File: src/rtl/y86_pkg.sv
// Shared Y86-64 constants: instruction codes, register IDs and the dump FSM state type.
package y86_pkg;
   localparam logic [3:0] I_HALT   = 4'h0;
   localparam logic [3:0] I_NOP    = 4'h1;
   localparam logic [3:0] I_RRMOVQ = 4'h2;
   localparam logic [3:0] I_IRMOVQ = 4'h3;
   localparam logic [3:0] I_RMMOVQ = 4'h4;
   localparam logic [3:0] I_MRMOVQ = 4'h5;
   localparam logic [3:0] I_OPQ    = 4'h6;
   localparam logic [3:0] I_JXX    = 4'h7;
   localparam logic [3:0] I_CALL   = 4'h8;
   localparam logic [3:0] I_RET    = 4'h9;
   localparam logic [3:0] I_PUSHQ  = 4'hA;
   localparam logic [3:0] I_POPQ   = 4'hB;

   localparam logic [3:0] RSP   = 4'h4;
   localparam logic [3:0] RNONE = 4'hF;

   typedef enum logic {
      DUMP_IDLE = 1'b0,
      DUMP_SCAN = 1'b1
   } dump_state_t;
endpackage

File: src/rtl/y86_regbank.sv
// Register storage with two write ports (M beats E on the same target) and
// three asynchronous read ports; IDs at or above NREGS read as zero.
module y86_regbank
   import y86_pkg::*;
#(
   parameter int WIDTH = 64,
   parameter int NREGS = 15
) (
   input  logic             clk,
   input  logic             rst_n,
   input  logic [3:0]       dst_e,
   input  logic [WIDTH-1:0] val_e,
   input  logic [3:0]       dst_m,
   input  logic [WIDTH-1:0] val_m,
   input  logic [3:0]       ra,
   input  logic [3:0]       rb,
   input  logic [3:0]       rd,
   output logic [WIDTH-1:0] rd_a,
   output logic [WIDTH-1:0] rd_b,
   output logic [WIDTH-1:0] rd_d
);
   logic [WIDTH-1:0] regs [NREGS];

   always_ff @(posedge clk) begin
      if (!rst_n) begin
         for (int i = 0; i < NREGS; i++) regs[i] <= '0;
      end else begin
         for (int i = 0; i < NREGS; i++) begin
            if (dst_m == 4'(i))      regs[i] <= val_m;
            else if (dst_e == 4'(i)) regs[i] <= val_e;
         end
      end
   end

   assign rd_a = (ra < 4'(NREGS)) ? regs[ra] : '0;
   assign rd_b = (rb < 4'(NREGS)) ? regs[rb] : '0;
   assign rd_d = (rd < 4'(NREGS)) ? regs[rd] : '0;
endmodule

File: src/rtl/decode_regfile.sv
// Decode-side register file: source ID decode, write bypass and a handshaked
// register dump engine that runs alongside normal pipeline traffic.
//
// state     | meaning
// DUMP_IDLE | no dump in progress, waiting for dump_start
// DUMP_SCAN | presenting beat dump_idx, advancing on valid & ready
module decode_regfile
   import y86_pkg::*;
#(
   parameter int WIDTH = 64,
   parameter int NREGS = 15
) (
   input  logic             clk,
   input  logic             rst_n,
   input  logic [3:0]       icode,
   input  logic [3:0]       rA,
   input  logic [3:0]       rB,
   input  logic [3:0]       dstE,
   input  logic [3:0]       dstM,
   input  logic [WIDTH-1:0] valE,
   input  logic [WIDTH-1:0] valM,
   output logic [3:0]       srcA,
   output logic [3:0]       srcB,
   output logic [WIDTH-1:0] valA,
   output logic [WIDTH-1:0] valB,
   input  logic             dump_start,
   output logic             dump_busy,
   output logic             dump_valid,
   input  logic             dump_ready,
   output logic [3:0]       dump_idx,
   output logic [WIDTH-1:0] dump_data,
   output logic             dump_done
);
   dump_state_t      state;
   logic [3:0]       idx;
   logic             done;
   logic [WIDTH-1:0] rd_a, rd_b;

   always_comb begin
      srcA = RNONE;
      unique case (icode)
         I_RRMOVQ, I_RMMOVQ, I_OPQ, I_PUSHQ: srcA = rA;
         I_POPQ, I_RET:                      srcA = RSP;
         default:                            srcA = RNONE;
      endcase
   end

   always_comb begin
      srcB = RNONE;
      unique case (icode)
         I_OPQ, I_RMMOVQ, I_MRMOVQ:       srcB = rB;
         I_PUSHQ, I_POPQ, I_CALL, I_RET:  srcB = RSP;
         default:                         srcB = RNONE;
      endcase
   end

   y86_regbank #(.WIDTH(WIDTH), .NREGS(NREGS)) u_bank (
      .clk   (clk),
      .rst_n (rst_n),
      .dst_e (dstE),
      .val_e (valE),
      .dst_m (dstM),
      .val_m (valM),
      .ra    (srcA),
      .rb    (srcB),
      .rd    (idx),
      .rd_a  (rd_a),
      .rd_b  (rd_b),
      .rd_d  (dump_data)
   );

   // RNONE on the source side never matches, so a "none" write is never bypassed.
   always_comb begin
      valA = rd_a;
      if (srcA != RNONE && srcA == dstM)      valA = valM;
      else if (srcA != RNONE && srcA == dstE) valA = valE;
   end

   always_comb begin
      valB = rd_b;
      if (srcB != RNONE && srcB == dstM)      valB = valM;
      else if (srcB != RNONE && srcB == dstE) valB = valE;
   end

   always_ff @(posedge clk) begin
      if (!rst_n) begin
         state <= DUMP_IDLE;
         idx   <= '0;
         done  <= 1'b0;
      end else begin
         done <= 1'b0;
         unique case (state)
            DUMP_IDLE: begin
               if (dump_start) begin
                  state <= DUMP_SCAN;
                  idx   <= '0;
               end
            end
            DUMP_SCAN: begin
               if (dump_ready) begin
                  if (idx == 4'(NREGS - 1)) begin
                     state <= DUMP_IDLE;
                     done  <= 1'b1;
                  end else begin
                     idx <= idx + 4'd1;
                  end
               end
            end
            default: state <= DUMP_IDLE;
         endcase
      end
   end

   assign dump_busy  = (state == DUMP_SCAN);
   assign dump_valid = (state == DUMP_SCAN);
   assign dump_idx   = idx;
   assign dump_done  = done;
endmodule

File: config.mk
export PLATFORM = sky130hd
export DESIGN_NAME = decode_regfile
export DESIGN_NICKNAME = d
export VERILOG_FILES = /design/src/rtl/y86_pkg.sv /design/src/rtl/y86_regbank.sv /design/src/rtl/decode_regfile.sv
export SDC_FILE = /design/constraint.sdc
export NUM_CORES = 2
export LEC_CHECK = 0
export CORE_MARGIN = 2
export CORE_UTILIZATION = 39
export CTS_BUF_LIST = sky130_fd_sc_hd__clkbuf_8
export CTS_CLUSTER_DIAMETER = 100
export DETAILED_ROUTE_END_ITERATION = 8
export PLACE_DENSITY_LB_ADDON = 0.3
export RECOVER_POWER = 25
export REMOVE_ABC_BUFFERS = 1
export SYNTH_ARGS = -nofsm -noshare
export SYNTH_HDL_FRONTEND = slang
export SYNTH_HIERARCHICAL = 1
export SYNTH_SLANG_ARGS = --single-unit
File: constraint.sdc
create_clock -name clk -period 8.3 [get_ports clk]
set_input_delay 2.49 -clock clk [delete_from_list [all_inputs] [get_ports clk]]
set_output_delay 2.49 -clock clk [all_outputs]
set_load 0.005 [all_outputs]
# == Yosys cells after proc, flatten, opt, wreduce, memory -nomap -nowiden ==
# Memory sizes are Yosys's and may differ from the RTL's. A register that Yosys moved wholly into a read port is not among the register bits.
# Cells that the tools add are included.
# word_totals
regBits,6
ramBits,960
inputBits,152
out_inout_bits,207
mem_count,1
# classes
n_addsub,1
order_cmp,3
eq_ne,46
muxes,156
n_bitwise,31
n_reduce_logical,12
# memory_table
name,depth,width,rd,rd_clocked_by_memory_dff,write_ports,line_no,source
u_bank.regs,15,64,3,1,15,y86_regbank.sv:22,logic [WIDTH-1:0] regs [NREGS];
# ops
cell,n
64-bit two-way mux,37
1-bit two-way mux,110
"4-bit equality test, second input constant",19
"4-bit by 3-bit equality test with 1-bit output, second input constant",11
1-bit OR,30
4-bit one-hot mux with 2 select lines,3
"4-bit by 2-bit equality test with 1-bit output, second input constant",5
4-bit two-way mux,5
4-bit equality test,4
"4-bit less-than comparator, second input constant",3
"4-bit by 1-bit equality test with 1-bit output, second input constant",2
4-bit zero test,2
"4-bit != test, second input constant",2
4-bit OR reduction,2
"2-bit != test, second input constant",3
3-bit AND reduction,2
"4-bit by 1-bit adder with 4-bit output, second input constant",1
1-bit logical AND,4
3-bit OR reduction,1
1-bit one-hot mux with 2 select lines,1
2-bit OR reduction,1
1-bit inverter,1

# == Longest topological paths before layout ==
# logic_depth
depth_word,7
ltp_mapped,14
mapped_depth_nobuf,9

# == Hierarchy ==
# Netlist, hierarchy kept.
# by_module_without_submodules
mod,n_inst,cells_each,area_each_um2,seq_area_each_um2
y86_regbank,1,5207,62746.4,28827.6
decode_regfile,1,603,4241.6,120.1

# == Least setup slack after synthesis ==
# No wires, ideal clock.
# synth_path
path_kind,input to register
from,input port dstM[3]
to,"memory u_bank.regs[12][0], enable pin"
setup_ps,582
arrival_time_ps,7550
required_time_ps,7718
slack_ps,168
path_stages,3
n_path_buf,1
cell_sequence,buf_2 > nand2_1 > o31ai_1
# synth_lines
element,line_no,source
from (decl),decode_regfile.sv:19,"input logic [3:0] dstM,"
to (decl),y86_regbank.sv:22,

# == Final worst setup path ==
# layout_path
from,input port icode[3]
to,output port valA[49]
# layout_between
elab_chain_len,7
# layout_lines
element,line_no,source
from (decl),decode_regfile.sv:15,"input logic [3:0] icode,"
"4-bit equality test, or another cell as far along",decode_regfile.sv:41,unique case (icode)
4-bit OR reduction or 2-bit OR reduction (tied branches),decode_regfile.sv:41,
4-bit one-hot mux with 2 select lines (*),decode_regfile.sv:41,
memory 15 x 64 bit or 4-bit less-than comparator (tied branches),-,
64-bit two-way mux (*),y86_regbank.sv:35,assign rd_a = (ra < 4'(NREGS)) ? regs[ra] : '0;
via rd_a[49],decode_regfile.sv:37,"logic [WIDTH-1:0] rd_a, rd_b;"
64-bit two-way mux (*),decode_regfile.sv:76,else if (srcA != RNONE && srcA == dstE) valA = valE;
64-bit two-way mux (*),decode_regfile.sv:75,if (srcA != RNONE && srcA == dstM) valA = valM;
to (decl),decode_regfile.sv:24,"output logic [WIDTH-1:0] valA,"
# Mark *: on every way through the listed nets, which the timed path passes. The rest lies on a longest branch.

==> flow_summary_export.csv <==
group,metric,value,unit
outcome,outcome,"finished with violations",
outcome,violations,"capacitance limit, slew limit, setup timing",
placed_design,place_congestion,0.878,
setup_path,critPathCaptureType,"primary output",
global_routing,grt.total_usage,0.333,
setup_path,path_class,"input port to primary output",
synthesis,ys.flop_type,"edfxtp_1",
setup_path,critPathLaunchType,"input port",
floorplan,die-area,175000,µm²
route,routed-wl-met3,44.0,mm
synthesis,syn_inst,5810,
setup_path,r2r-start,"dump_idx[0]",
setup_path,r2r_slack,5610,ps
power,irDropWorstVdd,0.117,mV
timing,tightest_slew,3930,ps
setup_path,r2r_end,"dump_idx[3]",
global_routing,grt_pass1_vias,58700,
min_path,worstHoldStart,"dump_busy",
global_routing,antenna_found_initial,12,
route,wl_per_cell,35.9,µm
job,cap_violations,22,
placed_design,dp_hpwl,172,mm
synthesis,synth_common_cells,"edfxtp_1 (960), a22o_1 (768), nand2_1 (599), mux2i_1 (572), clkbuf_1 (406)",
synthesis,syn-mean-instance-area,11.5,µm²
global_routing,grt_pass1_wl,422,mm
cells_and_area,nets,6246,
timing,final_max_slew_viol_count,773,
cells_and_area,drive_gt1_frac,0.207,
clocking,hold_buffers,0,
synthesis,synth_top_area_cell,"edfxtp_1",
route,via_per_inst,7.18,
timing,fmax,0.120,GHz
timing,finalSetupTns,-8.09,ps
clocking,cts_max_level,4,
cells_and_area,fill_cells,15300,
route,routed.top_layer,"met5",
floorplan,start_util,0.391,
floorplan,design.core.area,171000,µm²
clocking,insertion_delay,950,ps
placed_design,io_buffers,358,
timing,hold_violations,0,
timing,setup_ws,-4.77,ps
floorplan,die_h,418,µm
timing,fin_crit,8300,ps
synthesis,yosys_register_bits,966,
setup_path,crit_path_max_fanout,77,
synthesis,yosys_warnings,6,
timing,fin_skew,0.269,ps
global_routing,grt_max_degree,140,
timing,slew_headroom,-1.62,
clocking,clk_pin_slew_worst_paths,70,ps
min_path,hold_depth,2,
route,wirelength,304,mm
synthesis,synth_cell_type_count,74,
floorplan,num_rows,152,
route,drt_iter0_drc,10400,
cells_and_area,syn_to_final_growth,18.0,%
cells_and_area,fin_util,0.462,
synthesis,ys_seq_area_frac,0.432,
clocking,clock_sinks,966,
route,vias,60700,
route,ant_nets,0,
timing,fin_crit_sh,1.00,
setup_path,reg2reg_depth,9,
floorplan,ios,359,
clocking,cts_root_buf,"clkbuf_8",
min_path,min_to,"dump_done",
timing,setup_viol,3,
power,p_per_area,176,nW/µm²
setup_path,cp_data_required_time,5810,ps
cells_and_area,seq_area,29000,µm²
clocking,cts_tree,"done",
setup_path,arrival,5810,ps
clocking,clockBufferDepth,3,
route,drc_errors,0,
min_path,worstHoldPathType,"flop to flop",
clocking,cts_buffers,170,
synthesis,synthTopCellsByArea,"edfxtp_1 (43%), mux4_2 (13%), a22o_1 (10%)",
route,wl_met1,109,mm
timing,rsz0062_at_grt,"yes",
synthesis,yosysMostFrequentCell,"edfxtp_1",
synthesis,synth.cell_area,67000,µm²
route,wl_met2,131,mm
synthesis,async_flop_share,0,
global_routing,grt_overflow,0,
floorplan,fp.dieW,418,µm
cells_and_area,multi_input_area,34800,µm²
synthesis,synth_top_area_frac,0.430,
power,leakage,29.4,nW
route,firstDrtPassIters,6,
synthesis,synth_edf_count,960,
==> cell usage in the layout (no fill, tap or decap), types with 8 or more instances in the layout <==
cell type / n
clkinv_2: 17
a22o_1: 768
buf_4: 329
nand2_2: 9
nand2b_1: 11
dlymetal6s2s_1: 8
o211ai_1: 131
edfxtp_1: 960
nand2_1: 585
clkbuf_1: 10
buf_6: 13
o21ai_1: 24
a21oi_1: 325
o221ai_1: 63
nand3_1: 132
mux2_1: 11
clkdlybuf4s50_1: 339
nor2_1: 207
clkbuf_16: 11
a221oi_1: 120
mux2_2: 115
clkinv_1: 36
buf_12: 107
a22oi_2: 9
a22oi_1: 118
buf_16: 13
clkbuf_8: 173
o31a_1: 65
o21ai_0: 167
and2_4: 9
mux4_2: 385
inv_1: 196
mux2i_1: 572
==> registers in the layout, indices dropped and copies added, names as in the netlist <==
register     flops
dump_done        1
dump_busy        1
u_bank/regs    960
dump_idx         4
==> worst max-delay path by stage <==
stage	end	slack [ps]	from
floorplan	valB[11]	-10980	icode[3]
global placement	valA[9]	-450	icode[2]
detailed placement	valA[9]	-400	icode[2]
CTS	valB[62]	60	icode[2]
global route	valA[45]	-30	icode[3]
finish	valA[49]	-5	icode[3]
==> what timing repair did <==
item,4_1_cts,5_1_grt
buffers inserted,16,26
cloned,2,11
pin swaps,10,16
resized for setup,63,56
endpoints found under the setup margin,128,56
==> power by group <==
group,leakage (nW),total [mW],internal (mW),switching [mW]
clock network,1.70,4.06,1.92,2.14
registers,9.50,6.22,5.88,0.339
logic,18.2,3.63,1.67,1.96
==> layer usage <==
metal,track usage,vias up
li1,-,23700
met4,0.195,12
met3,0.105,1273
met2,0.487,5628
met5,0,-
met1,0.433,30000
==> final cells by class <==
cell class,instances,area share
Multi-Input combinational cell,3971,0.440
Sequential cell,966,0.367
Timing Repair Buffer,846,0.115
Tap cell,2233,0.0354
Clock buffer,173,0.0301
Inverter,137,0.00662
Clock inverter,121,0.00646
Antenna cell,7,0.000222
==> metrics by stage <==
stage          area, µm²  power, mW  setup slack, ps  hold slack, ps  cells
6_report           79000       13.9            -4.77             530   8454
4_1_cts            78500       13.7             56.7             525   8409
3_3_place_gp       75300       9.67             -452             507   8097
3_5_place_dp       75300       9.74             -396             516   8097
2_1_floorplan      63700       8.21           -10980             497   5074
5_1_grt            79000       14.3            -28.4             571   8449
==> worst max-delay path, cell delays in order <==
cell             delay, ps
dlygate4sd2_1          270
buf_4                  150
or4b_1                 530
and3_4                 210
buf_12                 170
buf_12                 220
mux4_2                 420
a22oi_1                330
nand2_1                150
o21ai_0                100
a21oi_1                 80
clkdlybuf4s50_1        450
==> cells by family after synthesis <==
kind of cell,Yosys count,synth area share
mux,1088,0.237
xor+xnor,10,0.00131
fa+ha+maj,2,0.000373
simple gates,1031,0.0662
flops,966,0.432
buf+inv,873,0.0567
compound gates,1840,0.206
Power figures use the tool's default switching activity.
